**src/rtl/xor_cipher_pkg.sv**
```systemverilog
// rtl/xor_cipher_pkg.sv - shared types and constants for the XOR keystream cipher sequencer
package xor_cipher_pkg;

  typedef enum logic [2:0] {
    IDLE,
    LOAD,
    WARM,
    GEN,
    HOLD,
    PRE
  } state_e;

  localparam int PREAMBLE_LEN = 2;
  localparam int KEY_W        = 8;
  localparam int LFSR_W       = 32;
  localparam int BIT_W        = $clog2(KEY_W);

endpackage

```
**src/rtl/xor_cipher_outreg.sv**
```systemverilog
// rtl/xor_cipher_outreg.sv - single-entry valid/ready holding register for the cipher output byte
module xor_cipher_outreg
  import xor_cipher_pkg::*;
(
  input  logic             clk,
  input  logic             rst,
  input  logic             flush_i,
  input  logic             load_i,
  input  logic [KEY_W-1:0] data_i,
  input  logic             ready_i,
  output logic [KEY_W-1:0] data_o,
  output logic             valid_o
);

  logic [KEY_W-1:0] data_q;
  logic             valid_q;

  // A load in the same cycle as ready replaces the drained byte, so valid stays high.
  always_ff @(posedge clk) begin
    if (rst || flush_i) begin
      data_q  <= '0;
      valid_q <= 1'b0;
    end else if (load_i) begin
      data_q  <= data_i;
      valid_q <= 1'b1;
    end else if (ready_i) begin
      valid_q <= 1'b0;
    end
  end

  assign data_o  = data_q;
  assign valid_o = valid_q;

endmodule

```
**src/rtl/xor_cipher_ctrl.sv**
```systemverilog
// rtl/xor_cipher_ctrl.sv - seeds and paces an external Galois LFSR, assembles key bytes LSB-first
// and XORs them onto the byte stream, saving LFSR context across output stalls.
module xor_cipher_ctrl
  import xor_cipher_pkg::*;
#(
  parameter int WARMUP = 64,
  parameter int CNT_W  = 10
) (
  input  logic              clk,
  input  logic              rst,
  input  logic              start,
  input  logic              clear,
  input  logic [LFSR_W-1:0] seed,
  input  logic [LFSR_W-1:0] taps,
  output logic              busy,
  input  logic [KEY_W-1:0]  din,
  input  logic              din_valid,
  output logic              din_ready,
  output logic [KEY_W-1:0]  dout,
  output logic              dout_valid,
  input  logic              dout_ready,
  output logic              lfsr_en,
  output logic [LFSR_W-1:0] lfsr_i,
  output logic [LFSR_W-1:0] lfsr_taps,
  input  logic [LFSR_W-1:0] lfsr_o,
  input  logic              lfsr_k
);

  localparam int                PRE_W      = (PREAMBLE_LEN > 1) ? $clog2(PREAMBLE_LEN) : 1;
  localparam logic [PRE_W-1:0]  PRE_LAST   = PRE_W'(PREAMBLE_LEN - 1);
  localparam logic [CNT_W-1:0]  WARM_LAST  = CNT_W'((WARMUP > 0) ? WARMUP - 1 : 0);
  localparam logic [BIT_W-1:0]  BIT_LAST   = BIT_W'(KEY_W - 1);
  localparam state_e            AFTER_LOAD = (WARMUP > 0) ? WARM : GEN;

  state_e            state_q;
  logic              lfsr_en_q;
  logic              busy_q;
  logic [PRE_W-1:0]  pre_cnt_q;
  logic [CNT_W-1:0]  warm_cnt_q;
  logic [BIT_W-1:0]  bit_cnt_q;
  logic [KEY_W-1:0]  key_q;
  logic [LFSR_W-1:0] seed_q;
  logic [LFSR_W-1:0] taps_q;
  logic [LFSR_W-1:0] ctx_q;

  logic in_preamble;
  logic pre_cycle_a;
  logic din_hs;

  assign in_preamble = (state_q == LOAD) || (state_q == PRE);
  assign pre_cycle_a = in_preamble && (pre_cnt_q == '0);
  assign din_ready   = (state_q == HOLD) && (!dout_valid || dout_ready);
  assign din_hs      = din_valid && din_ready;

  always_ff @(posedge clk) begin
    if (rst || clear) begin
      state_q    <= IDLE;
      lfsr_en_q  <= 1'b0;
      busy_q     <= 1'b0;
      pre_cnt_q  <= '0;
      warm_cnt_q <= '0;
      bit_cnt_q  <= '0;
      key_q      <= '0;
      ctx_q      <= '0;
      if (rst) begin
        seed_q <= '0;
        taps_q <= '0;
      end
    end else begin
      // Cycle A of a preamble is a throwaway shift; every other enabled cycle tracks the LFSR.
      if (lfsr_en_q && !pre_cycle_a) begin
        ctx_q <= lfsr_o;
      end
      case (state_q)
        IDLE: begin
          if (start) begin
            seed_q    <= seed;
            taps_q    <= taps;
            pre_cnt_q <= '0;
            lfsr_en_q <= 1'b1;
            busy_q    <= 1'b1;
            state_q   <= LOAD;
          end
        end
        LOAD, PRE: begin
          if (pre_cnt_q == PRE_LAST) begin
            pre_cnt_q <= '0;
            state_q   <= (state_q == LOAD) ? AFTER_LOAD : GEN;
          end else begin
            pre_cnt_q <= pre_cnt_q + PRE_W'(1);
          end
        end
        WARM: begin
          if (warm_cnt_q == WARM_LAST) begin
            warm_cnt_q <= '0;
            state_q    <= GEN;
          end else begin
            warm_cnt_q <= warm_cnt_q + CNT_W'(1);
          end
        end
        GEN: begin
          key_q[bit_cnt_q] <= lfsr_k;
          bit_cnt_q        <= bit_cnt_q + BIT_W'(1);
          if (bit_cnt_q == BIT_LAST) begin
            lfsr_en_q <= 1'b0;
            state_q   <= HOLD;
          end
        end
        HOLD: begin
          if (din_hs) begin
            pre_cnt_q <= '0;
            lfsr_en_q <= 1'b1;
            state_q   <= PRE;
          end
        end
        default: begin
          lfsr_en_q <= 1'b0;
          busy_q    <= 1'b0;
          state_q   <= IDLE;
        end
      endcase
    end
  end

  assign busy      = busy_q;
  assign lfsr_en   = lfsr_en_q;
  assign lfsr_i    = (state_q == PRE) ? ctx_q : seed_q;
  assign lfsr_taps = taps_q;

  xor_cipher_outreg u_outreg (
    .clk     (clk),
    .rst     (rst),
    .flush_i (clear),
    .load_i  (din_hs),
    .data_i  (din ^ key_q),
    .ready_i (dout_ready),
    .data_o  (dout),
    .valid_o (dout_valid)
  );

endmodule

```
**config.mk**
```make
export PLATFORM = sky130hd
export DESIGN_NAME = xor_cipher_ctrl
export DESIGN_NICKNAME = d
export VERILOG_FILES = /design/src/rtl/xor_cipher_pkg.sv /design/src/rtl/xor_cipher_outreg.sv /design/src/rtl/xor_cipher_ctrl.sv
export SDC_FILE = /design/constraint.sdc
export NUM_CORES = 1
export LEC_CHECK = 0
export ABC_CLOCK_PERIOD_IN_PS = 5300
export CORE_ASPECT_RATIO = 1.25
export CORE_MARGIN = 2
export CORE_UTILIZATION = 30
export DETAILED_ROUTE_END_ITERATION = 7
export SLEW_MARGIN = 25
export SYNTH_ARGS = -nofsm -noshare
export SYNTH_HDL_FRONTEND = slang
export SYNTH_SLANG_ARGS = --single-unit
```
**constraint.sdc**
```tcl
create_clock -name clk -period 5.3 [get_ports clk]
set_input_delay 0.795 -clock clk [delete_from_list [all_inputs] [get_ports clk]]
set_output_delay 0.795 -clock clk [all_outputs]
set_load 0.01 [all_outputs]
```
# Word-level counts from Yosys, hierarchy flattened

Cells that the tools add are included.

Bits in registers: 132
Bits of input ports: 111
Output and inout port bits: 76
Word-level logic and storage cells: 87

$add $sub $neg: 3
$lt $le $gt $ge: 2
Equal/unequal tests: 13
Mux-type cells: 30
Bitwise operators: 4
Reductions and logical operators: 23

Operators by type and width:

| cell                                                                                | count |
|---|---|
| 32-bit 2-to-1 mux                                                                   | 8 |
| 3-bit 2-to-1 mux                                                                    | 5 |
| 3-bit one-hot mux with 5 select lines                                               | 1 |
| 2-bit inequality test, second input constant                                        | 6 |
| 10-bit by 1-bit adder with 10-bit output, second input constant                     | 1 |
| 10-bit by 6-bit equality test with 1-bit output, second input constant              | 1 |
| 1-bit 2-to-1 mux                                                                    | 10 |
| 10-bit 2-to-1 mux                                                                   | 1 |
| 3-bit equality test, second input constant                                          | 3 |
| 8-bit bitwise mux                                                                   | 1 |
| 8-bit XOR                                                                           | 1 |
| 3-bit by 2-bit equality test with 1-bit output, second input constant               | 2 |
| 3-bit AND reduction                                                                 | 2 |
| 2-bit nonzero test                                                                  | 3 |
| 1-bit logical AND                                                                   | 5 |
| 5-bit AND reduction                                                                 | 1 |
| 5-bit OR reduction                                                                  | 1 |
| 3-bit by 4-bit less-than comparator with 1-bit output, second input constant        | 1 |
| 1-bit one-hot mux with 4 select lines                                               | 1 |
| 4-bit AND reduction                                                                 | 1 |
| 3-bit by 1-bit adder with 3-bit output, second input constant                       | 1 |
| 1-bit demux with 3-bit select                                                       | 1 |
| 3-bit by 1-bit equality test with 1-bit output, second input constant               | 1 |
| 3-bit by 1-bit greater-or-equal comparator with 1-bit output, second input constant | 1 |
| 11 further kinds                                                                    | 16 |

# Longest topological paths before layout

Gate-level depths: netlist of run 1.

Depth after elaboration: 6
Mapped depth: 6
Gate-level depth less buffers: 6

# By module

Synthesis of run 1 repeated with hierarchy kept, for this count alone.

Cells, all modules: 504
Area, all modules: 5542.8 µm²

Modules (own cells, without submodules):

| module            | instances | cells an instance | area an instance (µm²) | seq. area each (µm²) |
|---|---|---|---|---|
| xor_cipher_ctrl   | 1         | 473               | 5208.7                 | 3103.0 |
| xor_cipher_outreg | 1         | 31                | 334.1                  | 180.2 |

# Worst setup path before layout of run 1

Ideal clock, no wire load.

Kind: in2reg
From: input port start
To: register taps_q[0] (netlist: lfsr_taps[0]), enable pin
Setup time: 421 ps
Arrival time: 2309 ps
Data required time: 4879 ps
Path slack: 2570 ps
Stages on the path: 3
Path buffers: 0
Cells stage by stage: nand2b_1 > nor2_1 > a21o_1

Longest elaborated chain between the ends: 2

Ends and longest elaborated chain:

| element                       | line                  | text |
|---|---|---|
| start, declared               | xor_cipher_ctrl.sv:11 | `input logic start,` |
| 2-bit nonzero test (no line)  | --                    |  |
| 3-bit AND reduction (no line) | --                    |  |
| end signal, assigned          | xor_cipher_ctrl.sv:78 | `taps_q <= taps;` |
| end, declared                 | xor_cipher_ctrl.sv:43 | `logic [LFSR_W-1:0] taps_q;` |

No other way between the ends.
A chain may end at the register's enable or synchronous reset.

# Worst setup path in the final report of run 1

From: register state_q[1]
To: output port lfsr_i[7]

Longest elaborated chain between the ends: 2

Ends and longest elaborated chain:

| element                | line                   | text |
|---|---|---|
| start, declared        | xor_cipher_ctrl.sv:35  | `state_e state_q;` |
| start signal, assigned | xor_cipher_ctrl.sv:88  | `state_q <= (state_q == LOAD) ? AFTER_LOAD : GEN;` |
| 3-bit equality test    | xor_cipher_ctrl.sv:127 | `assign lfsr_i = (state_q == PRE) ? ctx_q : seed_q;` |
| 32-bit 2-to-1 mux      | xor_cipher_ctrl.sv:127 |  |
| end, declared          | xor_cipher_ctrl.sv:23  | `output logic [LFSR_W-1:0] lfsr_i,` |

No other way between the ends.

==> results of run 1 <==
[logic make-up after synthesis]
| family | Yosys count | synth area share |
|---|---|---|
| AOI/OAI and AO/OA | 57 | 0.0599 |
| buffers and inverters | 33 | 0.0254 |
| xor gates and xnor gates | 18 | 0.0286 |
| muxes | 42 | 0.0834 |
| and+or+nand+nor | 212 | 0.201 |
| DFF | 132 | 0.595 |
| adders and majority gates | 3 | 0.00680 |
[Yosys cell counts]
library cell	count	area, um2
o21ai_2	1	8.76
nand3_1	7	35.0
nand4b_1	2	17.5
o21ai_0	2	10.0
o21a_1	1	7.51
xor2_1	4	35.0
clkbuf_1	17	63.8
inv_1	2	7.51
mux2i_1	10	100
o21bai_1	1	7.51
nor3_1	2	10.0
or2_2	1	6.26
and4bb_2	1	12.5
dfxtp_1	68	1360
o311ai_0	1	8.76
and3_1	1	6.26
nand2b_1	6	37.5
nand3b_1	5	37.5
nor2_1	35	131
or3b_1	1	8.76
a211oi_1	9	67.6
mux2_2	32	360
nand4_1	2	12.5
a21o_1	2	15.0
xnor2_1	14	123
and4_1	2	17.5
a21oi_1	38	190
nor4_4	2	42.5
o211a_1	1	10.0
and2_1	66	413
nand2_1	73	274
nor2b_1	1	6.26
nor4_1	2	12.5
nor3b_1	2	15.0
o21ai_1	1	5.00
edfxtp_1	64	1920
ha_1	3	37.5
nor3b_2	1	12.5
buf_1	1	3.75
buf_2	13	65.1
[metal layers]
| metal | vias up | track usage |
|---|---|---|
| met2 | 140 | 0.256 |
| met4 | 0 | 0.0730 |
| met3 | 24 | 0.0518 |
| li1 | 2062 | - |
| met5 | - | 0 |
| met1 | 1961 | 0.156 |
[per-stage QoR]
| stage | utilization | instance area (um2) | total power [mW] |
|---|---|---|---|
| finish | 0.450 | 8140 | 2.49 |
| global placement | 0.419 | 7580 | 1.42 |
| floorplan | - | 5520 | 1.24 |
| detailed placement | 0.419 | 7580 | 1.42 |
| global route | 0.450 | 8140 | 2.59 |
| CTS | 0.450 | 8140 | 2.53 |
[power by group through the flow]
stage	combinational (mW)	clock, mW	sequential, mW
final	0.266	1.09	1.13
after global routing	0.287	1.17	1.14
after CTS	0.271	1.13	1.13
after detailed placement	0.269	0	1.15
after global placement	0.266	0	1.15
after floorplan	0.0830	0	1.16
[final timing paths]
check                     startpoint                       end  slack [ns]  depth (start not counted)
min            ctx_q[5]$_SDFFE_PP0P_     ctx_q[5]$_SDFFE_PP0P_        0.45                          2
max reg2reg  state_q[1]$_SDFFE_PP0P_  seed_q[26]$_SDFFCE_PP0P_        3.34                          2
min reg2reg    ctx_q[5]$_SDFFE_PP0P_     ctx_q[5]$_SDFFE_PP0P_        0.45                          2
max          state_q[1]$_SDFFE_PP0P_                 lfsr_i[7]        1.97                          4
[worst min-delay path, delay by kind of cell, from the launching register on]
family	cells	cell delay, ns
AO/OA/AOI/OAI	1	0.05
AND/OR/NAND/NOR	1	0.05
flip-flops	1	0.30
[sequential cells by signal (all words and copies together) (netlist names)]
register,count
ctx_q,32
state_q,3
warm_cnt_q,10
pre_cnt_q,1
seed_q,32
u_outreg.data_o,8
key_q,8
lfsr_taps,32
busy,1
bit_cnt_q,3
u_outreg.valid_o,1
lfsr_en,1
[placed cells by master (no fill, tap or decap), drive strengths merged, types with 3 or more instances in the layout]
master / n
xor2: 4
nor4: 4
nand2: 73
buf: 4
ha: 3
a21oi: 38
a211oi: 9
nand3b: 5
nor3b: 3
clkinvlp: 3
o21ai: 4
clkinv: 6
nor2: 35
mux2i: 10
nand3: 7
dfxtp: 68
clkbuf: 22
and2: 66
edfxtp: 64
clkdlybuf4s50: 186
nand2b: 6
xnor2: 14
mux2: 32
[layout make-up]
| type | instances | area, um2 |
|---|---|---|
| clock buffer | 22 | 474 |
| sequential | 132 | 3280 |
| inverter | 2 | 7.51 |
| clock inverter | 10 | 82.6 |
| multi-input combinational | 332 | 2120 |
| tap | 228 | 285 |
| fill | 1716 | 9960 |
| timing repair buffer | 190 | 1890 |
==> reports/metrics.csv, run 1 <==
metric,value,unit
die_area,0.0195,mm2
totalWireLength,14000,um
ys_warn_count,0,
cp_data_required_time,4.51,ns
syn_to_final_growth,47.5,%
netlist_area,0.00552,mm2
seq_power_share,0.455,
cts_buffer_depth,2,
power_frac_clock,0.438,
swShare,0.212,
path_cells,"nand3b_1, buf_4, mux2_2, clkdlybuf4s50_1",
grt_max_degree,65,
grt_usage,0.146,
rows,55,
leakagePower,2.92,nW
fin_crit,3.33,ns
startpoint_type,register,
met1Wirelength,5570,um
drtIter0Drc,165,
crit_family,buffers and inverters,
synth_seq_cells,132,
endpoint_kind,primary output,
drc,0,
num_vias,4187,
cp_slowest_cell,dfxtp_1,
slew-limit-headroom,0.449,
drv_slew,0,
die_h,156,um
p_comb_frac,0.107,
ctsResizeCount,0,
final_nets,789,
worstHoldPathType,register to register,
dr_wl_met3,995,um
ant_nets,0,
final_cells,916,
finalSetupViolCount,0,
numCtsBuffers,17,
fin_crit_sh,0.629,
met2_length,7040,um
drive_gt1_frac,0.109,
clock_latency,0.41,ns
worst-path-buf-inv,2,
routed_via_density,4.57,
status,finished clean,
avgSynthCellArea,11.1,um2
cts_sinks,132,
synth_cell_types,40,
dieWidth,125,um
grt_pass1_vias,4372,
fmax,300,MHz
cts_htree_levels,4,
layout_setup_ws,1.97,ns
ios,187,
finalClockSkew,0.00723,ns
core,0.0181,mm2
dp_hpwl,9790,um
first_pass_iters,4,
maxCapViolations,0,
cts_tree,done,
yosysSeqAreaShare,0.595,
synth_cells,497,
rsz0062_at_grt,false,
holdWs,0.452,ns
hold_violations,0,
highest_layer,met4,
worstSetupPathType,register to primary output,
cts.root.buffer_cell,clkbuf_16,
power_density,306,mW/mm2
p_switching,0.529,mW
antenna_found_initial,0,
tns,0,ns
arrival,2.54,ns
n_antenna_cell,0,
crit_path_max_fanout,29,
grt_pass1_wl,22100,um
initial_utilization,0.305,
dp_slack,2.38,ns
syn_nets,611,
grt_overflow_total,0,
critPathMaxStageDelay,0.54,ns
ir_drop,0.183,mV
worst_pin_slew,0.826,ns
clkTransAtPathRegs,0.05,ns
cts_hold_buf,0,
routedWlPerCell,15.3,um
cts_setup_buffers,0,
io_buffers,186,
dp.cells,884,
gp_congestion,0.769,
intPower,1.96,mW
Note: power is estimated with default switching activity, not from simulation.
==> inputs of run 2 (changes only) <==
Settings changed: ABC_CLOCK_PERIOD_IN_PS 5300 to 2700.
Clock period 5.3 ns to 2.7 ns, I/O delays scaled along.
==> reports/metrics.csv, run 2 (synthesis gave the netlist of run 1 again) <==
metric,value,unit,change
ios,187,,unchanged
finalCoreUtilization,0.457,,+0.00705
clock_latency,0.41,ns,about the same
slew-limit-headroom,0.602,,+0.153
cts_tree,done,,
rsz0062_at_grt,false,,
die_h,156,um,unchanged
hold_start,ctx_q[22]$_SDFFE_PP0P_,,
gp_congestion,0.787,,+2.3%
numCtsBuffers,17,,unchanged
drv_slew,0,,unchanged
dp.cells,890,,+0.68%
hold_depth,2,,unchanged
power.total,5.16,mW,+110%
ctsResizeCount,0,,unchanged
crit_path_max_fanout,32,,+10%
cp_data_required_time,2.30,ns,-2.21 ns
grt_pass1_vias,4283,,-2.0%
final_common_cell,clkdlybuf4s50_1,,
dieWidth,125,um,unchanged
finalClockSkew,0.00491,ns,-0.00232 ns
cts_htree_levels,4,,unchanged
ir_drop,0.395,mV,+120%
ant_nets,0,,unchanged
syn_to_final_growth,49.8,%,
hold_violations,0,,unchanged
grt_pass1_wl,21800,um,-1.5%
routedWlPerCell,15.0,um,-2.1%
final_cell_mix,"clkdlybuf4s50_1 (186), nand2_1 (73), and2_1 (66), dfxtp_1 (66), edfxtp_1 (64)",,
r2r_cells,4,,+2
endpoint_kind,primary output,,
fin_crit_sh,0.947,,
final_cells,922,,+0.66%
fmax,391,MHz,
first_pass_iters,4,,unchanged
drive_gt1_frac,0.120,,+0.0106
routed_via_density,4.54,,-0.77%
grt_usage,0.144,,-0.00232
cts_setup_buffers,0,,unchanged
die_area,0.0195,mm2,unchanged
power_density,624,mW/mm2,+100%
holdWs,0.452,ns,+0.000707 ns
core,0.0181,mm2,unchanged
clkTransAtPathRegs,0.06,ns,about the same
num_vias,4182,,-0.12%
arrival,2.15,ns,-0.39 ns
worstReg2RegStart,state_q[0]$_SDFFE_PP0P_,,
finalSetupViolCount,0,,unchanged
grt_overflow_total,0,,unchanged
cts_hold_buf,0,,unchanged
final_nets,795,,+0.76%
startpoint_type,register,,
drc,0,,unchanged
cts_sinks,132,,unchanged
min_to,ctx_q[22]$_SDFFE_PP0P_,,
tns,0,ns,unchanged
fin_crit,2.56,ns,
maxCapViolations,0,,unchanged
rows,55,,unchanged
grt_max_degree,33,,-49%
worst-r2r-setup-slack,0.89,ns,-2.45 ns
leakagePower,2.98,nW,+2.1%
drtIter0Drc,190,,+15%
worstSetupPathType,register to primary output,,
r2r-end,u_outreg.data_o[3]$_SDFFE_PP0P_,,
initial_utilization,0.305,,unchanged
io_buffers,186,,unchanged
status,finished clean,,
totalWireLength,13800,um,-1.5%
dp_hpwl,9930,um,+1.4%
worst_pin_slew,0.597,ns,-0.229 ns
cts_buffer_depth,2,,unchanged
n_antenna_cell,0,,unchanged
antenna_found_initial,0,,unchanged
worstHoldPathType,register to register,,
cts.root.buffer_cell,clkbuf_16,,
[run 2: changes by cell type in the layout (fill, tap and decap cells not counted), sizes merged]
cell and change:
clkinv -2, bufinv +3, buf +6, clkbuf -3, inv +2
[run 2: cell type report]
type | instances | area [um2]
Sequential cell | 132 | 3290
Timing Repair Buffer | 196 | 1960
Tap cell | 228 | 285
Inverter | 2 | 7.51
Clock inverter | 13 | 181
Multi-Input combinational cell | 332 | 2110
Fill cell | 1642 | 9830
Clock buffer | 19 | 433
[run 2: through the flow]
step	setup WS, ns	instance area (um2)
floorplan	0.359	5520
global placement	0.520	7650
detailed placement	0.481	7650
CTS	0.0234	8270
global route	0.0120	8270
finish	0.143	8270
[run 2: power breakdown]
part	switching (mW)	leakage [nW]	internal (mW)
sequential	0.0289	1.22	2.19
clock	0.867	0.294	1.54
combinational	0.199	1.47	0.332
total	1.09	2.98	4.07
[run 2: worst max path at each step]
stage | from | end | slack, ns | depth (start not counted)
global placement | state_q[1]$_SDFFE_PP0P_ | lfsr_i[3] | 0.52 | 4
CTS | state_q[1]$_SDFFE_PP0P_ | lfsr_i[29] | 0.02 | 4
finish | state_q[0]$_SDFFE_PP0P_ | lfsr_i[6] | 0.14 | 4
floorplan | state_q[2]$_SDFFE_PP0P_ | lfsr_taps[0]$_SDFFCE_PP0P_ | 0.36 | 3
global route | state_q[0]$_SDFFE_PP0P_ | lfsr_i[21] | 0.01 | 4
detailed placement | state_q[1]$_SDFFE_PP0P_ | lfsr_i[29] | 0.48 | 4
[run 2: critical path, stage by stage (launching register included)]
cell,delay (ns)
dfxtp_1,0.54
nand3b_1,0.19
buf_12,0.22
mux2_2,0.24
clkdlybuf4s50_1,0.53
[run 2: metal layers]
metal  share of wire  GRT usage  vias to the layer above
met5               0          0                        -
met4           0.026     0.0640                        0
met3           0.084     0.0590                       23
met2            0.50      0.248                      153
met1            0.39      0.154                     1929
li1                -          -                     2077
